File: config.mk
export PLATFORM = sky130hd
export DESIGN_NAME = game_controller_flat
export DESIGN_NICKNAME = d
export VERILOG_FILES = /design/src/rtl/game_pkg.sv /design/src/rtl/game_controller_if.sv /design/src/rtl/game_controller_btn_edge.sv /design/src/rtl/game_controller.sv /design/src/flat_wrapper.sv
export SDC_FILE = /design/constraint.sdc
export NUM_CORES = 1
export LEC_CHECK = 0
export ABC_AREA = 1
export ABC_CLOCK_PERIOD_IN_PS = 2400
export BUFFER_PORTS_ARGS = -buffer_cell sky130_fd_sc_hd__buf_2
export CAP_MARGIN = 15
export CORE_ASPECT_RATIO = 0.8
export CORE_MARGIN = 1.5
export CORE_UTILIZATION = 47
export DETAILED_ROUTE_END_ITERATION = 12
export GPL_ROUTABILITY_DRIVEN = 0
export PLACE_DENSITY = 0.63
export SLEW_MARGIN = 15
export SYNTH_ARGS = -nofsm -noshare
export SYNTH_HDL_FRONTEND = slang
export SYNTH_SLANG_ARGS = --single-unit
File: constraint.sdc
create_clock -name clk -period 2.4 [get_ports clk]
set_input_delay 0.12 -clock clk [delete_from_list [all_inputs] [get_ports clk]]
set_output_delay 0.12 -clock clk [all_outputs]
set_load 0.01 [all_outputs]
File: src/rtl/game_pkg.sv
// Shared types and default tuning constants for the game controller.
package game_pkg;

    typedef enum logic [1:0] {
        MENU = 2'd0,
        PLAY = 2'd1,
        WON  = 2'd2,
        LOST = 2'd3
    } game_state_t;

    localparam int JUMP_VEL_DEF     = 12;
    localparam int GRAVITY_DEF      = 1;
    localparam int MAX_HEIGHT_DEF   = 100;
    localparam int RESULT_TICKS_DEF = 120;

    localparam int DIST_W = 10;
    localparam int VEL_W  = 8;

endpackage

File: src/rtl/game_controller_if.sv
// Game controller signal bundle: upstream buttons/flags in, screen selects and height out.
interface game_controller_if;
    import game_pkg::*;

    logic              game_tick;
    logic              jump_btn;
    logic              start_btn;
    logic              win;
    logic              dead;
    logic [DIST_W-1:0] distance;
    logic              menuScreen;
    logic              playerWon;
    logic              playerLost;

    modport master (
        output game_tick, jump_btn, start_btn, win, dead,
        input  distance, menuScreen, playerWon, playerLost
    );

    modport slave (
        input  game_tick, jump_btn, start_btn, win, dead,
        output distance, menuScreen, playerWon, playerLost
    );

endinterface

File: src/rtl/game_controller_btn_edge.sv
// Two-flop synchronizer for a raw button followed by a rising-edge detector.
module btn_edge (
    input  logic clk,
    input  logic reset,
    input  logic btn_i,
    output logic pulse_o
);

    logic sync1_q;
    logic sync2_q;
    logic prev_q;

    // Synchronizer chain plus one history flop for the edge compare
    always_ff @(posedge clk) begin
        if (!reset) begin
            sync1_q <= 1'b0;
            sync2_q <= 1'b0;
            prev_q  <= 1'b0;
        end else begin
            sync1_q <= btn_i;
            sync2_q <= sync1_q;
            prev_q  <= sync2_q;
        end
    end

    // Pulse is sampled by the consumer on the third edge after the raw rise
    assign pulse_o = sync2_q & ~prev_q;

endmodule

File: src/rtl/game_controller.sv
// Game state machine and jump physics feeding the video generator.
module game_controller
    import game_pkg::*;
#(
    parameter int JUMP_VEL     = JUMP_VEL_DEF,
    parameter int GRAVITY      = GRAVITY_DEF,
    parameter int MAX_HEIGHT   = MAX_HEIGHT_DEF,
    parameter int RESULT_TICKS = RESULT_TICKS_DEF
) (
    input  logic              clk,
    input  logic              reset,
    game_controller_if.slave  bus
);

    localparam int CNT_W = $clog2(RESULT_TICKS + 1);

    game_state_t              state_q, state_d;
    logic [DIST_W-1:0]        dist_q, dist_d;
    logic signed [VEL_W-1:0]  vel_q, vel_d;
    logic                     pend_q, pend_d;
    logic [CNT_W-1:0]         cnt_q, cnt_d;
    logic                     menu_q, won_q, lost_q;

    logic                     jump_pulse_s;
    logic                     start_pulse_s;
    logic                     grounded_s;
    logic                     consume_s;
    logic signed [11:0]       sum_s;
    logic signed [VEL_W:0]    vdec_s;
    logic signed [VEL_W-1:0]  vdec_sat_s;

    btn_edge u_jump_edge (
        .clk     (clk),
        .reset   (reset),
        .btn_i   (bus.jump_btn),
        .pulse_o (jump_pulse_s)
    );

    btn_edge u_start_edge (
        .clk     (clk),
        .reset   (reset),
        .btn_i   (bus.start_btn),
        .pulse_o (start_pulse_s)
    );

    assign grounded_s = (dist_q == {DIST_W{1'b0}}) && (vel_q == {VEL_W{1'b0}});
    assign sum_s      = $signed({2'b00, dist_q}) + $signed({{(12-VEL_W){vel_q[VEL_W-1]}}, vel_q});
    assign vdec_s     = $signed({vel_q[VEL_W-1], vel_q}) - $signed((VEL_W+1)'(GRAVITY));

    // Velocity decrement saturating at the most negative representable value
    always_comb begin
        vdec_sat_s = vdec_s[VEL_W-1:0];
        if (vdec_s < -$signed((VEL_W+1)'(128))) begin
            vdec_sat_s = {1'b1, {(VEL_W-1){1'b0}}};
        end else begin
            vdec_sat_s = vdec_s[VEL_W-1:0];
        end
    end

    // Next-state, result timer, jump request and physics
    always_comb begin
        state_d   = state_q;
        dist_d    = dist_q;
        vel_d     = vel_q;
        cnt_d     = cnt_q;
        consume_s = 1'b0;

        case (state_q)
            MENU: begin
                if (start_pulse_s) state_d = PLAY;
                else               state_d = MENU;
            end
            PLAY: begin
                if (bus.dead)     state_d = LOST;
                else if (bus.win) state_d = WON;
                else              state_d = PLAY;
            end
            WON, LOST: begin
                if (start_pulse_s) begin
                    state_d = MENU;
                end else if (bus.game_tick && (cnt_q == CNT_W'(RESULT_TICKS - 1))) begin
                    state_d = MENU;
                end else begin
                    state_d = state_q;
                end
            end
            default: state_d = MENU;
        endcase

        if (((state_q == WON) || (state_q == LOST)) && (state_d == state_q)) begin
            if (bus.game_tick) cnt_d = cnt_q + CNT_W'(1);
            else               cnt_d = cnt_q;
        end else begin
            cnt_d = {CNT_W{1'b0}};
        end

        if ((state_q != PLAY) || (state_d != PLAY)) begin
            dist_d = {DIST_W{1'b0}};
            vel_d  = {VEL_W{1'b0}};
        end else if (bus.game_tick) begin
            if (grounded_s) begin
                if (pend_q) begin
                    dist_d    = DIST_W'(JUMP_VEL);
                    vel_d     = VEL_W'(JUMP_VEL - GRAVITY);
                    consume_s = 1'b1;
                end else begin
                    dist_d = dist_q;
                    vel_d  = vel_q;
                end
            end else if ((sum_s <= 12'sd0) && (vel_q < 0)) begin
                dist_d = {DIST_W{1'b0}};
                vel_d  = {VEL_W{1'b0}};
            end else if ((sum_s >= $signed(12'(MAX_HEIGHT))) && (vel_q > 0)) begin
                // Clamp only while rising so a stalled player at the ceiling starts falling
                dist_d = DIST_W'(MAX_HEIGHT);
                vel_d  = {VEL_W{1'b0}};
            end else begin
                dist_d = sum_s[DIST_W-1:0];
                vel_d  = vdec_sat_s;
            end
        end else begin
            dist_d = dist_q;
            vel_d  = vel_q;
        end

        if ((state_q == PLAY) && (state_d == PLAY)) begin
            pend_d = jump_pulse_s | (pend_q & ~consume_s);
        end else begin
            pend_d = 1'b0;
        end
    end

    // State, physics registers and screen selects decoded from the next state
    always_ff @(posedge clk) begin
        if (!reset) begin
            state_q <= MENU;
            dist_q  <= {DIST_W{1'b0}};
            vel_q   <= {VEL_W{1'b0}};
            pend_q  <= 1'b0;
            cnt_q   <= {CNT_W{1'b0}};
            menu_q  <= 1'b1;
            won_q   <= 1'b0;
            lost_q  <= 1'b0;
        end else begin
            state_q <= state_d;
            dist_q  <= dist_d;
            vel_q   <= vel_d;
            pend_q  <= pend_d;
            cnt_q   <= cnt_d;
            menu_q  <= (state_d == MENU);
            won_q   <= (state_d == WON);
            lost_q  <= (state_d == LOST);
        end
    end

    assign bus.distance   = dist_q;
    assign bus.menuScreen = menu_q;
    assign bus.playerWon  = won_q;
    assign bus.playerLost = lost_q;

endmodule
File: src/flat_wrapper.sv
// flat-port wrapper written by rule: the top's interface ports become plain ports
module game_controller_flat import game_pkg::*;
#(
    parameter int JUMP_VEL     = JUMP_VEL_DEF,
    parameter int GRAVITY      = GRAVITY_DEF,
    parameter int MAX_HEIGHT   = MAX_HEIGHT_DEF,
    parameter int RESULT_TICKS = RESULT_TICKS_DEF
)
  (clk, reset, bus_game_tick, bus_jump_btn, bus_start_btn, bus_win, bus_dead, bus_distance, bus_menuScreen, bus_playerWon, bus_playerLost);
  game_controller_if bus_i ();
  input  logic clk;
  input  logic reset;
  input wire logic [$bits(bus_i.game_tick)-1:0] bus_game_tick;
  input wire logic [$bits(bus_i.jump_btn)-1:0] bus_jump_btn;
  input wire logic [$bits(bus_i.start_btn)-1:0] bus_start_btn;
  input wire logic [$bits(bus_i.win)-1:0] bus_win;
  input wire logic [$bits(bus_i.dead)-1:0] bus_dead;
  output wire logic [$bits(bus_i.distance)-1:0] bus_distance;
  output wire logic [$bits(bus_i.menuScreen)-1:0] bus_menuScreen;
  output wire logic [$bits(bus_i.playerWon)-1:0] bus_playerWon;
  output wire logic [$bits(bus_i.playerLost)-1:0] bus_playerLost;
  assign bus_i.game_tick = bus_game_tick;
  assign bus_i.jump_btn = bus_jump_btn;
  assign bus_i.start_btn = bus_start_btn;
  assign bus_i.win = bus_win;
  assign bus_i.dead = bus_dead;
  assign bus_distance = bus_i.distance;
  assign bus_menuScreen = bus_i.menuScreen;
  assign bus_playerWon = bus_i.playerWon;
  assign bus_playerLost = bus_i.playerLost;
  game_controller #(.JUMP_VEL(JUMP_VEL), .GRAVITY(GRAVITY), .MAX_HEIGHT(MAX_HEIGHT), .RESULT_TICKS(RESULT_TICKS)) u_core (.clk(clk), .reset(reset), .bus(bus_i));
endmodule
==> summary.md, run 1 <==
| Metric | Value |
|---|---|
| Status | completed |
| First-pass GRT wire length | 10300 µm |
| DP Worst Slack | -0.0503 ns |
| Total CTS buffers | 5 |
| WHS Path Cells | 3 |
| Max-Cap Viols | 0 |
| Share of layout cells above drive strength 1 | 20.1% |
| Cells on worst reg2reg path | 15 |
| PwrDens | 383 mW/mm² |
| Leak | 1.47 nW |
| Area leader, netlist | dfxtp_1 |
| Max-slew violation count | 0 |
| CP max stage delay | 0.36 ns |
| Final #Nets | 428 |
| Crit-path slowest cell | fa_2 |
| Min-delay worst type | primary input to flop |
| Setup_tns | 0 ns |
| Sequential element share of the synthesized area | 31.0% |
| Die ar. | 0.00552 mm² |
| Synth Warn # | 0 |
| Core Rows | 22 |
| Layout area overhead | 22.3% |
| Sequence of cells on the critical path | ha_2 > fa_2 > nand2_1 > nand3_2 > nand3_2 > nand2_1 > nand2_1 > nand2_2 > nor2_1 > nand3_1 > nand3_4 > nand3_4 > nand2_1 > nand2_1 > a21oi_1 |
| Final Power | 1.12 mW |
| CTS tree | built |
| Largest net degree at the start of global routing | 17 |
| Worst Max-Slew Pin Slew | 0.591 ns |
| H-tree Lvls | 2 |
| Initial Utilization | 50.4% |
| Core box area | 0.00473 mm² |
| Largest cells by area after synthesis | dfxtp_1 (31%), nand2_1 (17%), inv_1 (8.5%), ha_1 (6.8%), nor2_1 (6.0%) |
| GRT Util Overall | 24.6% |
| DRT Wirelength | 6120 µm |
| CTS sink count | 37 |
| Layout fillers | 449 |
| Vias in the first global route | 2182 |
| RSZ-0062 raised after global routing | yes |
| Port Buf Inserts | 19 |
| Fin crit share | 94.4% |
| Non-Filler Instances | 467 |
| Wire per inst | 13.1 µm |
| Cell with the most instances after synthesis | nand2_1 |
| I/O pins | 20 |
| Top cell type's share of synthesized area | 31.0% |
| CP Max Fanout | 5 |
| Crit path launch type | flop |
| CP endpoint kind | flop |
| Required time worst endpoint | 2.60 ns |
| # hold bufs at CTS | 0 |
| Die Ht | 66.7 µm |
| Synth unique cells | 33 |
| Slew headroom | 60.5% |
| Kind of critical path | flop to flop |
| Die W | 82.7 µm |
| Worst setup margin | 0.135 ns |
| Peak supply drop | 0.318 mV |
| Arrival @ worst endpoint | 2.47 ns |
| # DRC | 0 |
| DPL Wire Length | 4530 µm |
| Root buf cell | clkbuf_8 |
| Clk_lat worst skew | 0.28 ns |
| Grt ovf | 0 |
| Hold Fails Final Rpt | 0 |
| Most frequent cells after synthesis | nand2_1 (105), inv_1 (54), nor2_1 (38) |
| Hold Worst Slack | 0.0206 ns |
| Syn_nets | 386 |
| Syn_area_per_cell | 6.54 µm² |
| Worst Skew | 0.00727 ns |
| CP dominant cell by count | nand2_1 |
| Seq cells post-synth | 37 |
| Total number of vias | 2471 |
| Avg Vias per Cell | 5.29 |
| R2r setup slk | 0.13 ns |
| CTS clk-pin slew, worst paths | 0.07 ns |
| Ys flop type | dfxtp_1 |
| Bufs on Longest Clock Path | 2 |
| Antenna Cells | 0 |
| Starting DRT DRC Count | 191 |
| Maximum clock rate | 441 MHz |
| Post-synth ARST share | 0% |
| Initial antenna violation count | 0 |
| Final setup viols | 0 |
| Min Tclk post-route | 2.27 ns |
| Placed cells | 456 |
| Post-Syn Instances | 365 |
| DRT antenna net count | 0 |
| Post-synth design cell area | 0.00239 mm² |
| Drt first pass iters | 5 |
| Number of flops mapped to enable cells by yosys | 0 |
## path summary, 6_finish.rpt
check / startpoint / endpoint
worst min-delay path: bus_jump_btn / u_core.u_jump_edge.sync1_q
worst max-delay path: u_core.vel_q[0] / u_core.bus.distance[5]
worst max register to register: u_core.vel_q[0] / u_core.bus.distance[5]
worst min register to register: u_core.u_start_edge.sync1_q / u_core.u_start_edge.sync2_q
## metal layers
metal | global-route usage [%] | routed length [µm] | up-vias | share of wire [%]
li1 | - | - | 1258 | -
met1 | 37.8 | 3160 | 1134 | 52
met2 | 35.9 | 2520 | 73 | 41
met3 | 4.66 | 401 | 6 | 6.5
met4 | 3.33 | 42 | 0 | 0.69
met5 | 0 | 0 | - | 0
## sequential cells by signal, indices dropped and copies added, names as in the netlist
| register | flops |
|---|---|
| u_core.state_q | 2 |
| u_core.u_start_edge.prev_q | 1 |
| u_core.bus.menuScreen | 1 |
| u_core.bus.playerLost | 1 |
| u_core.bus.playerWon | 1 |
| u_core.cnt_q | 7 |
| u_core.bus.distance | 10 |
| u_core.pend_q | 1 |
| u_core.vel_q | 8 |
| u_core.u_jump_edge.sync1_q | 1 |
| u_core.u_start_edge.sync1_q | 1 |
| u_core.u_jump_edge.sync2_q | 1 |
| u_core.u_jump_edge.prev_q | 1 |
| u_core.u_start_edge.sync2_q | 1 |
## cell families (layout without fill, tap and decap cells)
logic type	after synthesis	after routing	share of synthesized area [%]
AOI/OAI and AO/OA	42	42	9.22
xor gates and xnor gates	8	8	2.93
adders and majority gates	14	14	7.65
and+or+nand+nor	202	205	38.2
buffers and inverters	62	101	11.0
DFF	37	37	31.0
## cells in the final DEF (no fill, tap or decap), types with 2 or more instances in the layout
cell type  synthesis  layout
nand2_1          105     101
inv_1             54      53
nor2_1            38      35
dfxtp_1           37      35
a21oi_1           28      28
nand3_1           23      20
buf_2              1      19
buf_4              1      19
nand4_1           16      16
o21ai_0            9       9
nand3_2            4       7
ha_1              13       7
clkbuf_8           0       6
nand2_2            3       5
ha_4               0       5
nor2_2             2       4
xnor2_1            4       4
xor2_1             4       4
nand3b_1           3       3
nand3_4            1       3
nand2_4            0       3
nor4_1             2       2
nor3_1             2       2
dfxtp_2            0       2
## through the flow
stage | util [%] | area, µm²
6_report | 61.7 | 2920
4_1_cts | 58.0 | 2750
3_5_place_dp | 55.9 | 2650
2_1_floorplan | - | 2390
3_3_place_gp | 55.9 | 2650
5_1_grt | 61.7 | 2920
## worst max-delay path, delay by kind of cell (launching register included)
family | cells | cell delay [ns]
compound gates | 1 | 0.13
simple gates | 12 | 1.14
flops | 1 | 0.34
fa+ha+maj | 2 | 0.56
## report_power, final
| part | total, mW | switching (mW) | internal, mW | leakage, nW |
|---|---|---|---|---|
| sequential | 0.632 | 0.00544 | 0.627 | 0.301 |
| combinational | 0.0597 | 0.0396 | 0.0201 | 1.12 |
| clock | 0.425 | 0.197 | 0.228 | 0.0443 |
## repair_timing
item / CTS / global route
setup endpoints to repair: 17 / 18
buffers inserted: 0 / 1
gates resized for setup: 1 / 27
pin swaps: 0 / 4
cloned: 1 / 2
## cell type report
type | count | area, µm² | area share (%)
Clock buffer | 7 | 86.3 | 2.96
Inverter | 55 | 210 | 7.20
Timing Repair Buffer | 39 | 258 | 8.83
Tap cell | 60 | 75.1 | 2.57
Multi-Input combinational cell | 269 | 1550 | 53.0
Sequential cell | 37 | 743 | 25.5
No activity file was read; power rests on OpenSTA's default activity.
==> run 2: changes to the inputs <==
--- a/config.mk
+++ b/config.mk
@@ -14,6 +14,7 @@
 export CORE_UTILIZATION = 47
 export DETAILED_ROUTE_END_ITERATION = 12
 export GPL_ROUTABILITY_DRIVEN = 0
+export MAX_ROUTING_LAYER = met4
 export PLACE_DENSITY = 0.63
 export SLEW_MARGIN = 15
 export SYNTH_ARGS = -nofsm -noshare
==> summary.md, run 2 (synthesis results as in run 1) <==
| Metric | Value |
|---|---|
| CTS clk-pin slew, worst paths | 0.07 ns (about the same) |
| Pint | 875 µW (about the same) |
| I/O pins | 20 (unchanged) |
| Starting DRT DRC Count | 243 (+27%) |
| Sequence of cells on the critical path | ha_2 > fa_2 > nand2_1 > nand3_2 > nand3_2 > nand2_1 > nand2_1 > nand2_2 > nor2_1 > nand3_1 > nand3_4 > nand3_4 > nand2_2 > nand2_1 > a21oi_1 |
| Reg power frac | 56.7% (about the same) |
| Clk_lat worst skew | 0.28 ns (about the same) |
| Slew headroom | 60.9% (+0.42 points) |
| Leak | 1.47 nW (+0.24%) |
| Switching pwr | 240 µW (-0.69%) |
| Die W | 82.7 µm (unchanged) |
| Final setup viols | 0 (unchanged) |
| Maximum clock rate | 437 MHz (-0.95%) |
| Initial antenna violation count | 0 (unchanged) |
| Total number of vias | 2444 (-1.1%) |
| Fin crit share | 95.3% (+0.90 points) |
| Placed cells | 456 (unchanged) |
| Avg Vias per Cell | 5.22 (-1.3%) |
| Min Tclk post-route | 2.29 ns (+0.0217 ns) |
| Bufs on Longest Clock Path | 2 (unchanged) |
| Worst Max-Slew Pin Slew | 0.585 ns (-0.00628 ns) |
| Clock share of power | 37.9% (about the same) |
| Required time worst endpoint | 2.60 ns (about the same) |
| Part of the power in combinational logic | 5.4% (about the same) |
| Crit path launch type | flop |
| Max-Cap Viols | 0 (unchanged) |
| First-pass GRT wire length | 10300 µm (about the same) |
| Kind of critical path | flop to flop |
| Core box area | 0.00473 mm² (unchanged) |
| Core Rows | 22 (unchanged) |
| Antenna Cells | 0 (unchanged) |
| Share of layout cells above drive strength 1 | 20.6% (+0.44 points) |
| Commonest non-fill, non-tap cell in the layout | nand2_1 |
| # DRC | 0 (unchanged) |
| Drt first pass iters | 5 (unchanged) |
| Fin util | 61.6% (about the same) |
| # hold bufs at CTS | 0 (unchanged) |
| CTS tree | built |
| CP Max Fanout | 5 (unchanged) |
| Peak supply drop | 0.317 mV (-0.44%) |
| Layout area overhead | 22.2% (about the same) |
| Hold Fails Final Rpt | 0 (unchanged) |
| Grt ovf | 0 (unchanged) |
| Switching share of power | 21.6% (-0.12 points) |
| CP max stage delay | 0.36 ns (about the same) |
| Arrival @ worst endpoint | 2.49 ns (+0.02 ns) |
| Final #Nets | 429 (+0.23%) |
| Initial Utilization | 50.4% (unchanged) |
| Worst Skew | 0.00672 ns (-0.000548 ns) |
| PwrDens | 382 mW/mm² (about the same) |
| DPL Wire Length | 4530 µm (unchanged) |
| Most frequent cells in the layout | nand2_1 (100), inv_1 (53), nor2_1 (35), dfxtp_1 (35), a21oi_1 (28) |
| Total CTS buffers | 5 (unchanged) |
| CTS sink count | 37 (unchanged) |
| Die Ht | 66.7 µm (unchanged) |
| CP endpoint kind | flop |
| DRT antenna net count | 0 (unchanged) |
| Max reg flops | 10 (unchanged) |
| Port Buf Inserts | 19 (unchanged) |
| CP dominant cell by count | nand2_1 |
| DRT Wirelength | 6140 µm (+0.23%) |
| Final Power | 1.12 mW (-0.15%) |
| Layout fillers | 450 (+0.22%) |
| Min-delay worst type | primary input to flop |
| Root buf cell | clkbuf_8 |
| Wire per inst | 13.1 µm (about the same) |
| H-tree Lvls | 2 (unchanged) |
| Vias in the first global route | 2180 (-0.092%) |
| Status | completed |
| Non-Filler Instances | 468 (+0.21%) |
| Max-slew violation count | 0 (unchanged) |
| Largest net degree at the start of global routing | 17 (unchanged) |
| Crit-path slowest cell | fa_2 |
| Die ar. | 0.00552 mm² (unchanged) |
| GRT Util Overall | 25.2% (+0.65 points) |
==> run 2: cell count changes in the layout (fill, tap and decap cells not counted) <==
cell,change
buf_12,-1
buf_4,+2
nand2_1,-1
nand2_2,+1
==> run 2: cell type report <==
cell class | count | area [µm²] | share of cell area (%)
multi-input cells | 269 | 1550 | 53.1
flip-flops and latches | 37 | 743 | 25.5
repair buffers | 40 | 253 | 8.67
inverters | 55 | 210 | 7.21
clock buffers | 7 | 86.3 | 2.96
well taps | 60 | 75.1 | 2.57
==> run 2: power groups by stage <==
stage	clock network (mW)	logic [mW]	registers, mW
6_report	0.423	0.0598	0.632
3_3_place_gp	0	0.0588	0.646
4_1_cts	0.436	0.0591	0.632
2_1_floorplan	0	0.0386	0.648
5_1_grt	0.463	0.0726	0.633
3_5_place_dp	0	0.0586	0.646
==> run 2: worst max-delay path, delay by kind of cell, from the launching register on <==
family	cells	cell delay, ns
fa+ha+maj	2	0.57
simple gates	12	1.15
compound gates	1	0.13
flops	1	0.34
==> run 2: timing repair <==
action | in CTS | in global routing
buffers inserted | 0 | 2
pin swaps | 0 | 5
endpoints found under the setup margin | 17 | 18
gates cloned | 1 | 2
hold endpoints to repair | 0 | 0
gates resized for setup | 1 | 28
==> run 2: final timing paths <==
kind | endpoint | slack, ns | startpoint | cells after the start
max reg2reg | u_core.bus.distance[6] | 0.11 | u_core.vel_q[0] | 15
min reg2reg | u_core.u_start_edge.sync2_q | 0.41 | u_core.u_start_edge.sync1_q | 2
max | u_core.bus.distance[6] | 0.11 | u_core.vel_q[0] | 15
min | u_core.u_jump_edge.sync1_q | 0.02 | bus_jump_btn | 3
==> run 2: through the flow <==
stage	hold WS [ns]	setup slack, ns	TNS, ns	area [µm²]
floorplan	0.218	0.161	0	2390
global placement	0.300	-0.0314	-0.342	2650
detailed placement	0.305	-0.0503	-0.542	2650
CTS	0.0163	-0.00587	-0.00587	2750
global route	0.0262	-0.0277	-0.137	2920
finish	0.0205	0.113	0	2920
==> run 2: metal layers <==
layer | wire length, µm | GRT usage, % | up-vias
li1 | - | - | 1260
met1 | 3160 | 37.8 | 1108
met2 | 2580 | 35.9 | 69
met3 | 349 | 4.66 | 7
met4 | 49 | 3.33 | 0
met5 | 0 | - | -
